--- src/rtl/multicycle_control_fsm_pkg.sv ---
// Shared control encodings for the multi-cycle RV32I control unit:
// opcodes, aluop / mux-select encodings, FSM states and instruction-class
// bit positions. The TRAP state exists only when ILLEGAL_TRAP_EN is defined.
package multicycle_control_fsm_pkg;

  localparam logic [6:0] OP_R      = 7'b0110011;
  localparam logic [6:0] OP_IMM    = 7'b0010011;
  localparam logic [6:0] OP_LUI    = 7'b0110111;
  localparam logic [6:0] OP_LOAD   = 7'b0000011;
  localparam logic [6:0] OP_STORE  = 7'b0100011;
  localparam logic [6:0] OP_BRANCH = 7'b1100011;
  localparam logic [6:0] OP_JAL    = 7'b1101111;
  localparam logic [6:0] OP_JALR   = 7'b1100111;
  localparam logic [6:0] OP_SYSTEM = 7'b1110011;

  localparam logic [1:0] ALUOP_ADD  = 2'b00;
  localparam logic [1:0] ALUOP_BR   = 2'b01;
  localparam logic [1:0] ALUOP_FUNC = 2'b10;
  localparam logic [1:0] ALUOP_JAL  = 2'b11;

  localparam logic [1:0] PCSRC_ALU  = 2'b00;
  localparam logic [1:0] PCSRC_TGT  = 2'b01;
  localparam logic [1:0] PCSRC_JALR = 2'b10;

  localparam logic [1:0] M2R_ALU  = 2'b00;
  localparam logic [1:0] M2R_MDR  = 2'b01;
  localparam logic [1:0] M2R_LINK = 2'b10;

  localparam logic [1:0] SRCA_PC   = 2'b00;
  localparam logic [1:0] SRCA_RS1  = 2'b01;
  localparam logic [1:0] SRCA_ZERO = 2'b10;

  localparam logic [1:0] SRCB_RS2  = 2'b00;
  localparam logic [1:0] SRCB_FOUR = 2'b01;
  localparam logic [1:0] SRCB_IMM  = 2'b10;

  // Instruction-class one-hot bit positions
  localparam int CLS_R    = 0;
  localparam int CLS_IMM  = 1;
  localparam int CLS_LUI  = 2;
  localparam int CLS_LD   = 3;
  localparam int CLS_ST   = 4;
  localparam int CLS_BR   = 5;
  localparam int CLS_JAL  = 6;
  localparam int CLS_JALR = 7;
  localparam int CLS_SYS  = 8;
  localparam int CLS_ILL  = 9;
  localparam int CLS_W    = 10;

  typedef enum logic [2:0] {
    S_FETCH  = 3'd0,
    S_DECODE = 3'd1,
    S_EXEC   = 3'd2,
    S_MEM    = 3'd3,
    S_WB     = 3'd4,
    S_HALT   = 3'd5
`ifdef ILLEGAL_TRAP_EN
    ,S_TRAP  = 3'd6
`endif
  } state_e;

endpackage

--- src/rtl/multicycle_control_fsm_opdec.sv ---
// Combinational opcode classifier: instr[6:0] -> instruction-class one-hot.
// Anything not recognised lands in the "illegal" class.
module ctrl_opcode_decode
  import multicycle_control_fsm_pkg::*;
(
  input  logic [6:0]        opcode,
  output logic [CLS_W-1:0]  cls
);

  // One bit per class; exactly one bit is set for any opcode
  always_comb begin
    cls = '0;
    case (opcode)
      OP_R:      cls[CLS_R]    = 1'b1;
      OP_IMM:    cls[CLS_IMM]  = 1'b1;
      OP_LUI:    cls[CLS_LUI]  = 1'b1;
      OP_LOAD:   cls[CLS_LD]   = 1'b1;
      OP_STORE:  cls[CLS_ST]   = 1'b1;
      OP_BRANCH: cls[CLS_BR]   = 1'b1;
      OP_JAL:    cls[CLS_JAL]  = 1'b1;
      OP_JALR:   cls[CLS_JALR] = 1'b1;
      OP_SYSTEM: cls[CLS_SYS]  = 1'b1;
      default:   cls[CLS_ILL]  = 1'b1;
    endcase
  end

endmodule

--- src/rtl/multicycle_control_fsm.sv ---
// Main control FSM for the multi-cycle RV32I datapath.
// FETCH/DECODE/EXEC/MEM/WB sequencing, memory handshake, retire counter,
// sticky halt on ECALL/EBREAK. Define ILLEGAL_TRAP_EN to trap unknown
// opcodes into a TRAP state (adds the illegal_instr output).
module multicycle_control_fsm
  import multicycle_control_fsm_pkg::*;
#(
  parameter int CNT_W = 32
) (
  input  logic             clk,
  input  logic             rst,
  input  logic [6:0]       opcode,
  input  logic             mem_ready,
  output logic             pc_write,
  output logic             pc_write_cond,
  output logic [1:0]       pc_src,
  output logic             ir_write,
  output logic             i_or_d,
  output logic             mem_read,
  output logic             mem_write,
  output logic             reg_write,
  output logic [1:0]       mem_to_reg,
  output logic [1:0]       alu_src_a,
  output logic [1:0]       alu_src_b,
  output logic [1:0]       aluop,
  output logic             i_type,
  output logic             lui_flag,
  output logic             halted,
`ifdef ILLEGAL_TRAP_EN
  output logic             illegal_instr,
`endif
  output logic [CNT_W-1:0] instret
);

  state_e             state_q, state_d;
  logic               halted_q;
  logic [CNT_W-1:0]   instret_q;
  logic [CLS_W-1:0]   cls;
  logic               retire;
`ifdef ILLEGAL_TRAP_EN
  logic               illegal_q;
`endif

  ctrl_opcode_decode u_dec (
    .opcode (opcode),
    .cls    (cls)
  );

  // Next state and all strobes; rst forces everything quiet the same cycle
  always_comb begin
    state_d       = state_q;
    pc_write      = 1'b0;
    pc_write_cond = 1'b0;
    pc_src        = PCSRC_ALU;
    ir_write      = 1'b0;
    i_or_d        = 1'b0;
    mem_read      = 1'b0;
    mem_write     = 1'b0;
    reg_write     = 1'b0;
    mem_to_reg    = M2R_ALU;
    alu_src_a     = SRCA_PC;
    alu_src_b     = SRCB_RS2;
    aluop         = ALUOP_ADD;
    i_type        = 1'b0;
    lui_flag      = 1'b0;
    if (rst) begin
      state_d = S_FETCH;
    end else begin
      case (state_q)
        S_FETCH: begin
          mem_read  = 1'b1;
          alu_src_b = SRCB_FOUR;
          if (mem_ready) begin
            ir_write = 1'b1;
            pc_write = 1'b1;
            state_d  = S_DECODE;
          end
        end
        S_DECODE: begin
          // branch/JAL target (PC+imm) goes into the target register
          alu_src_b = SRCB_IMM;
          state_d   = S_EXEC;
        end
        S_EXEC: begin
          state_d = S_FETCH;
          if (cls[CLS_R]) begin
            alu_src_a = SRCA_RS1;
            aluop     = ALUOP_FUNC;
            state_d   = S_WB;
          end else if (cls[CLS_IMM]) begin
            alu_src_a = SRCA_RS1;
            alu_src_b = SRCB_IMM;
            aluop     = ALUOP_FUNC;
            i_type    = 1'b1;
            state_d   = S_WB;
          end else if (cls[CLS_LUI]) begin
            alu_src_a = SRCA_ZERO;
            alu_src_b = SRCB_IMM;
            aluop     = ALUOP_FUNC;
            lui_flag  = 1'b1;
            state_d   = S_WB;
          end else if (cls[CLS_LD] || cls[CLS_ST]) begin
            alu_src_a = SRCA_RS1;
            alu_src_b = SRCB_IMM;
            state_d   = S_MEM;
          end else if (cls[CLS_BR]) begin
            alu_src_a     = SRCA_RS1;
            aluop         = ALUOP_BR;
            pc_write_cond = 1'b1;
            pc_src        = PCSRC_TGT;
          end else if (cls[CLS_JAL]) begin
            aluop    = ALUOP_JAL;
            pc_write = 1'b1;
            pc_src   = PCSRC_TGT;
            state_d  = S_WB;
          end else if (cls[CLS_JALR]) begin
            alu_src_a = SRCA_RS1;
            alu_src_b = SRCB_IMM;
            pc_write  = 1'b1;
            pc_src    = PCSRC_JALR;
            state_d   = S_WB;
          end else if (cls[CLS_SYS]) begin
            state_d = S_HALT;
          end else begin
`ifdef ILLEGAL_TRAP_EN
            state_d = S_TRAP;
`else
            state_d = S_FETCH;  // unknown opcode retires as a NOP
`endif
          end
        end
        S_MEM: begin
          i_or_d    = 1'b1;
          mem_read  = cls[CLS_LD];
          mem_write = cls[CLS_ST];
          if (mem_ready) state_d = cls[CLS_LD] ? S_WB : S_FETCH;
        end
        S_WB: begin
          reg_write = 1'b1;
          if (cls[CLS_LD])                     mem_to_reg = M2R_MDR;
          else if (cls[CLS_JAL] || cls[CLS_JALR]) mem_to_reg = M2R_LINK;
          state_d = S_FETCH;
        end
        S_HALT:  state_d = S_HALT;
`ifdef ILLEGAL_TRAP_EN
        S_TRAP:  state_d = S_TRAP;
`endif
        default: state_d = S_FETCH;
      endcase
    end
  end

  // An instruction retires when EXEC, MEM or WB hands back to FETCH
  assign retire = !rst && (state_d == S_FETCH) &&
                  ((state_q == S_EXEC) || (state_q == S_MEM) || (state_q == S_WB));

  // State, sticky flags and retire counter
  always_ff @(posedge clk) begin
    if (rst) begin
      state_q   <= S_FETCH;
      halted_q  <= 1'b0;
      instret_q <= '0;
`ifdef ILLEGAL_TRAP_EN
      illegal_q <= 1'b0;
`endif
    end else begin
      state_q <= state_d;
      if (state_d == S_HALT) halted_q <= 1'b1;
      if (retire) instret_q <= instret_q + CNT_W'(1);
`ifdef ILLEGAL_TRAP_EN
      if (state_d == S_TRAP) illegal_q <= 1'b1;
`endif
    end
  end

  assign halted  = halted_q;
  assign instret = instret_q;
`ifdef ILLEGAL_TRAP_EN
  assign illegal_instr = illegal_q;
`endif

endmodule

--- config.mk ---
export PLATFORM = sky130hd
export DESIGN_NAME = multicycle_control_fsm
export DESIGN_NICKNAME = d
export VERILOG_FILES = /design/src/rtl/multicycle_control_fsm_pkg.sv /design/src/rtl/multicycle_control_fsm_opdec.sv /design/src/rtl/multicycle_control_fsm.sv
export SDC_FILE = /design/constraint.sdc
export NUM_CORES = 1
export LEC_CHECK = 0
export CORE_ASPECT_RATIO = 0.9
export CORE_MARGIN = 2
export CORE_UTILIZATION = 39
export CTS_BUF_LIST = sky130_fd_sc_hd__clkbuf_4
export CTS_CLUSTER_DIAMETER = 60
export DETAILED_ROUTE_END_ITERATION = 8
export GPL_TIMING_DRIVEN = 0
export HOLD_SLACK_MARGIN = 0.12
export PLACE_DENSITY = 0.78
export SLEW_MARGIN = 40
export SYNTH_ARGS = -nofsm -noshare
export SYNTH_HDL_FRONTEND = slang
export SYNTH_SLANG_ARGS = --single-unit
--- constraint.sdc ---
create_clock -name clk -period 2.4 [get_ports clk]
set_input_delay 0.48 -clock clk [delete_from_list [all_inputs] [get_ports clk]]
set_output_delay 0.48 -clock clk [all_outputs]
set_load 0.02 [all_outputs]
==> results.py, run 1 <==
metrics = {
    "timing": {
        "timing.hold.ws_ns": 0.5127,
        "skew_ns": 0.01046,
        "fin_crit_ns": 2.487,
        "finalSetupViolCount": 10,
        "fin_crit_sh_pct": 103.6,
        "grt_setup_unrepaired": "yes",
        "maxSlewHeadroom_pct": 61.57,
        "drv_slew": 0,
        "worst_pin_slew_ns": 0.5765,
        "finalHoldViolCount": 0,
        "setup_ws_ns": -0.08691,
        "fmax_mhz": 402.1,
    },
    "global_route": {
        "antenna_found_initial": 0,
        "grt_max_degree": 12,
        "grt_use_total_pct": 20.30,
        "grt_overflow": 0,
        "grt_pass1_wl_um": 9749,
        "grt_pass1_vias": 2165,
    },
    "drt": {
        "ant_nets": 0,
        "vias": 2488,
        "drc": 0,
        "drt_first_pass_iters": 4,
        "wl_um": 6471,
        "wl_per_cell_um": 15.08,
        "drtIter0Drc": 170,
        "viasPerCell": 5.800,
    },
    "power": {
        "p_total_mw": 1.191,
        "ir_drop_v": 0.0003783,
        "power.leakage_nw": 1.088,
        "p_per_area_nw_per_um2": 374.1,
    },
    "floorplanning": {
        "dieArea_um2": 6098,
        "ios": 62,
        "dieHeight_um": 74.29,
        "core-area_um2": 5286,
        "dieWidth_um": 82.10,
        "start_util_pct": 40.50,
        "num_rows": 25,
    },
    "logic_synthesis": {
        "synth_nets": 291,
        "synth_cells": 280,
        "synth_top_area_cell": "dfxtp_1",
        "synth-warning-count": 0,
        "ys_ff_latch": 36,
        "syn-cell-area_um2": 2141,
        "yosys.area.top_type_share_pct": 33.66,
        "async_flop_share_pct": 0,
        "yosysUniqueCellTypes": 51,
        "syn_area_per_cell_um2": 7.646,
        "seq_area_frac_synth_pct": 33.66,
        "synth_edf_count": 0,
        "synth_area_leaders": "dfxtp_1 (34%), nand2_1 (5.8%), a21oi_1 (5.6%)",
        "synth-main-ff-cell": "dfxtp_1",
    },
    "status": {
        "status": "finished, violations left",
        "violations": "negative setup slack",
    },
    "worst_setup_path": {
        "path_max_fanout": 10,
        "critPathRequiredTime_ns": 2.68,
        "endpoint_kind": "flip-flop",
        "arrival_ns": 2.77,
        "rr_worst_depth": 8,
        "critPathKind": "flip-flop to flip-flop",
        "cp-start-kind": "flip-flop",
    },
    "clock_tree": {
        "cts_sinks": 36,
        "clock_latency_ns": 0.34,
        "cts_tree": "built",
        "ctsHoldBuffers": 0,
        "clockBufferDepth": 2,
        "numCtsBuffers": 5,
        "cts_max_level": 2,
        "path_clk_slew_ns": 0.11,
        "cts_root_buf": "clkbuf_4",
    },
    "layout": {
        "layout-drive-gt1-share_pct": 24.31,
        "instances_no_fill": 429,
        "diodes": 0,
        "nNetsFinal": 372,
        "final_common_cell": "clkdlybuf4s50_1",
        "syn_to_final_growth_pct": 48.68,
        "final_cell_mix": "clkdlybuf4s50_1 (34), nand2_1 (33), dfxtp_1 (30), buf_4 (25), nor2_1 (23)",
    },
    "run": {
        "cap_violations": 0,
    },
    "worst_hold_path": {
        "min_path_cells": 1,
        "hold_path_class": "flip-flop to flip-flop",
    },
    "placed_design": {
        "dp_cells": 404,
        "hpwl_um": 4126,
        "gp_congestion": 0.8628,
        "io_buffers": 57,
    },
}
-- report_power, final --
group,switching (mW),leakage (nW),total (mW),internal [mW]
Clock,0.209,0.0456,0.439,0.230
Sequential,0.00250,0.293,0.602,0.599
Combinational,0.0866,0.749,0.150,0.0636
-- worst max-delay path: stages (launching register included) --
cell	delay [ns]
dfxtp_2	0.35
buf_4	0.17
and4bb_4	0.22
nand4_1	0.17
o21ai_2	0.10
clkbuf_8	0.18
or4_4	0.59
or4_4	0.50
a21oi_1	0.15
-- cell type report --
type                    count  area, um2
flip-flops and latches     36      730.7
clock buffers               6      45.04
well taps                  67      83.83
plain buffers              18      141.4
clock inverters             2      35.03
inverters                   8      33.78
multi-input cells         218       1463
fillers                   450       2103
repair buffers             74      650.6
-- synth_stat cells (4+ instances only) --
cell type	count
nor2_1	23
clkbuf_1	10
buf_2	5
nand3_1	14
nor2b_1	4
o31ai_1	10
nor3_1	7
o21ai_1	6
nand4_1	10
a21oi_1	24
inv_1	8
nor4_1	12
dfxtp_1	36
or4_1	10
xnor2_1	8
or3_1	8
nand2_1	33
-- metrics by stage --
| step | setup TNS (ns) | cell area, um2 | util (%) | worst slack [ns] |
|---|---|---|---|---|
| after floorplan | -0.1369 | 2196 | - | -0.05344 |
| after global placement | -21.73 | 2850 | 53.92 | -0.6927 |
| after detailed placement | -22.02 | 2850 | 53.92 | -0.6826 |
| after CTS | -0.3979 | 3127 | 59.15 | -0.1032 |
| after global routing | -1.377 | 3183 | 60.21 | -0.1357 |
| final | -0.2784 | 3183 | 60.21 | -0.08691 |
-- state kept, by name, summed over array words and instances (netlist names) --
register  cells
halted        1
instret      32
state_q       3
-- routing by layer --
layer	vias to the layer above	wire, um	share of wire (%)	global-route usage, %
met3	13	326	5.0	4.369
met4	0	93	1.4	6.296
met5	-	0	0	0
met2	87	3178	49	33.88
li1	1201	-	-	-
met1	1187	2872	44	26.37
-- logic make-up after synthesis --
| logic type | after synthesis | share of synthesized area, % |
|---|---|---|
| multiplexers | 2 | 0.9352 |
| adder cells (fa/ha/maj) | 1 | 0.5844 |
| buffers and inverters | 26 | 5.377 |
| AND/OR/NAND/NOR | 144 | 36.88 |
| AO/OA/AOI/OAI | 63 | 19.29 |
| flip-flops | 36 | 33.66 |
| XOR/XNOR | 8 | 3.273 |
-- worst paths after layout --
kind                               to  slack (ns)               startpoint
max reg2reg  instret[31]$_SDFFE_PP0P_       -0.09    state_q[1]$_SDFF_PP0_
min           instret[3]$_SDFFE_PP0P_        0.51  instret[3]$_SDFFE_PP0P_
min reg2reg   instret[3]$_SDFFE_PP0P_        0.51  instret[3]$_SDFFE_PP0P_
max          instret[31]$_SDFFE_PP0P_       -0.09    state_q[1]$_SDFF_PP0_
-- repair_timing --
item                       in CTS  in global routing
pin swaps                      11                  5
setup buffers                  13                  4
resized for setup              60                 27
setup endpoints to repair      43                 34
Note: power is estimated with default switching activity, not from simulation.
==> run 2, diff against run 1 <==
--- a/config.mk
+++ b/config.mk
@@ -11,7 +11,6 @@
 export CTS_BUF_LIST = sky130_fd_sc_hd__clkbuf_4
 export CTS_CLUSTER_DIAMETER = 60
 export DETAILED_ROUTE_END_ITERATION = 8
-export GPL_TIMING_DRIVEN = 0
 export HOLD_SLACK_MARGIN = 0.12
 export PLACE_DENSITY = 0.78
 export SLEW_MARGIN = 40
==> run 2 against run 1 <==
  * The flow now finishes without violations
  * Combinational power increased by 15%
  * Clock-buffer cell count decreased by 1
  * Register-to-register slack improved by 0.13 ns
  * Die area unchanged
  * Wire length increased by 2.9%
  * Worst hold slack got worse by 0.021 ns
  * Via count increased by 3.3%
  * Critical endpoint is now instret[26]$_SDFFE_PP0P_
==> results.py, run 2 (synthesized netlist as in run 1, its figures left out) <==
metrics = {
    "status": {
        "status": "finished, final reports clean",
    },
    "timing": {
        "drv_slew": 0,
        "maxSlewHeadroom_pct": 70.95,
        "finalSetupViolCount": 0,
        "fmax_mhz": 424.1,
        "skew_ns": 0.007474,
        "tns_ns": 0,
        "timing.hold.ws_ns": 0.4920,
        "fin_crit_sh_pct": 98.24,
        "grt_setup_unrepaired": "yes",
        "fin_crit_ns": 2.358,
        "finalHoldViolCount": 0,
        "worst_pin_slew_ns": 0.4297,
    },
    "run": {
        "cap_violations": 0,
    },
    "drt": {
        "drt_first_pass_iters": 4,
        "ant_nets": 0,
        "viasPerCell": 5.587,
        "drtIter0Drc": 96,
        "drc": 0,
        "wl_per_cell_um": 14.47,
        "wl_um": 6656,
        "vias": 2570,
    },
    "floorplanning": {
        "dieWidth_um": 82.10,
        "num_rows": 25,
        "dieArea_um2": 6098,
        "dieHeight_um": 74.29,
        "core-area_um2": 5286,
        "ios": 62,
        "start_util_pct": 40.50,
    },
    "global_route": {
        "grt_pass1_wl_um": 10790,
        "grt_overflow": 0,
        "grt_use_total_pct": 22.39,
        "grt_pass1_vias": 2375,
        "grt_max_degree": 24,
        "antenna_found_initial": 0,
    },
    "layout": {
        "fill_cells": 449,
        "final_common_cell": "buf_4",
        "diodes": 0,
        "layout-drive-gt1-share_pct": 30.03,
        "final_cell_mix": "buf_4 (61), nand2_1 (33), clkdlybuf4s50_1 (33), dfxtp_1 (31), nor2_1 (23)",
        "syn_to_final_growth_pct": 57.39,
        "seq_area_um2": 729.5,
        "nNetsFinal": 403,
        "largest_reg_flops": 32,
        "multiInputGateArea_um2": 1440,
    },
    "worst_setup_path": {
        "endpoint_kind": "flip-flop",
        "slowest_stage": "or4_4",
        "critPathKind": "flip-flop to flip-flop",
        "crit_path_frequent_cell": "or4_4",
        "cp-start-kind": "flip-flop",
        "path_cells": "or3b_4 > a211oi_4 > nand3_1 > or4_4 > or4_4 > a21oi_2",
        "max_stage_delay_ns": 0.53,
        "arrival_ns": 2.64,
        "path_max_fanout": 6,
        "critPathRequiredTime_ns": 2.68,
    },
    "power": {
        "power.leakage_nw": 1.253,
        "p_per_area_nw_per_um2": 323.2,
        "ir_drop_v": 0.0003944,
    },
    "clock_tree": {
        "numCtsBuffers": 5,
        "ctsHoldBuffers": 0,
        "cts_sinks": 36,
        "path_clk_slew_ns": 0.11,
        "cts_max_level": 2,
        "cts_root_buf": "clkbuf_4",
        "clockBufferDepth": 2,
        "clock_latency_ns": 0.34,
        "cts_tree": "built",
    },
    "placed_design": {
        "hpwl_um": 4821,
        "io_buffers": 61,
        "gp_congestion": 0.9084,
    },
    "worst_hold_path": {
        "hold_path_class": "flip-flop to flip-flop",
    },
}
-- run 2: changes by cell type in the layout (fill, tap and decap cells not counted), sizes merged --
cell,delta
buf,+42
clkbuf,-15
clkdlybuf4s15,+4
clkinv,+2
bufinv,-1
clkdlybuf4s50,-1
clkinvlp,-1
dlygate4sd2,+1
dlymetal6s2s,-1
inv,+1
-- run 2: repair_timing --
action | 4_1_cts | 5_1_grt
setup endpoints to repair | 41 | 18
buffers inserted | 8 | 1
gates resized for setup | 87 | 18
pin swaps | 8 | 6
-- run 2: metrics by stage --
step	area, um2	worst slack (ns)	std cells	power, mW	utilization [%]
floorplan	2196	-0.05344	280	0.6929	-
global placement	3164	-0.6337	443	0.7653	59.86
detailed placement	3164	-0.6700	443	0.7681	59.86
CTS	3283	-0.05732	459	1.082	62.11
global route	3369	-0.03599	460	1.136	63.74
finish	3369	0.04231	460	1.089	63.74
-- run 2: where the power goes --
part	total, mW	switching (mW)	internal (mW)
clock	0.315	0.207	0.108
combinational	0.173	0.0879	0.0846
sequential	0.602	0.00279	0.599
-- run 2: worst max-delay path, delay by kind of cell, from the launching register on --
family / cells / cell delay, ns
and+or+nand+nor: 4 / 1.56
AOI/OAI and AO/OA: 2 / 0.35
DFF: 1 / 0.38
-- run 2: area by class of cell --
type | count | area share [%]
clock inverters | 3 | 0.4085
repair buffers | 123 | 30.71
flip-flops and latches | 36 | 21.65
clock buffers | 5 | 1.114
inverters | 8 | 0.8912
multi-input cells | 218 | 42.74
well taps | 67 | 2.488
-- run 2: final timing paths --
| check | start | to | slack (ns) | depth (start not counted) |
|---|---|---|---|---|
| max | state_q[1]$_SDFF_PP0_ | instret[26]$_SDFFE_PP0P_ | 0.04 | 6 |
| min | halted$_SDFFE_PP0N_ | halted$_SDFFE_PP0N_ | 0.49 | 2 |
| max reg2reg | state_q[1]$_SDFF_PP0_ | instret[26]$_SDFFE_PP0P_ | 0.04 | 6 |
| min reg2reg | halted$_SDFFE_PP0N_ | halted$_SDFFE_PP0N_ | 0.49 | 2 |
-- run 2: layer usage --
metal  wire length [um]  track usage, %
met1               3031           30.04
met2               3273           36.77
met3                295           4.976
met4                 56           5.556
met5                  0               0
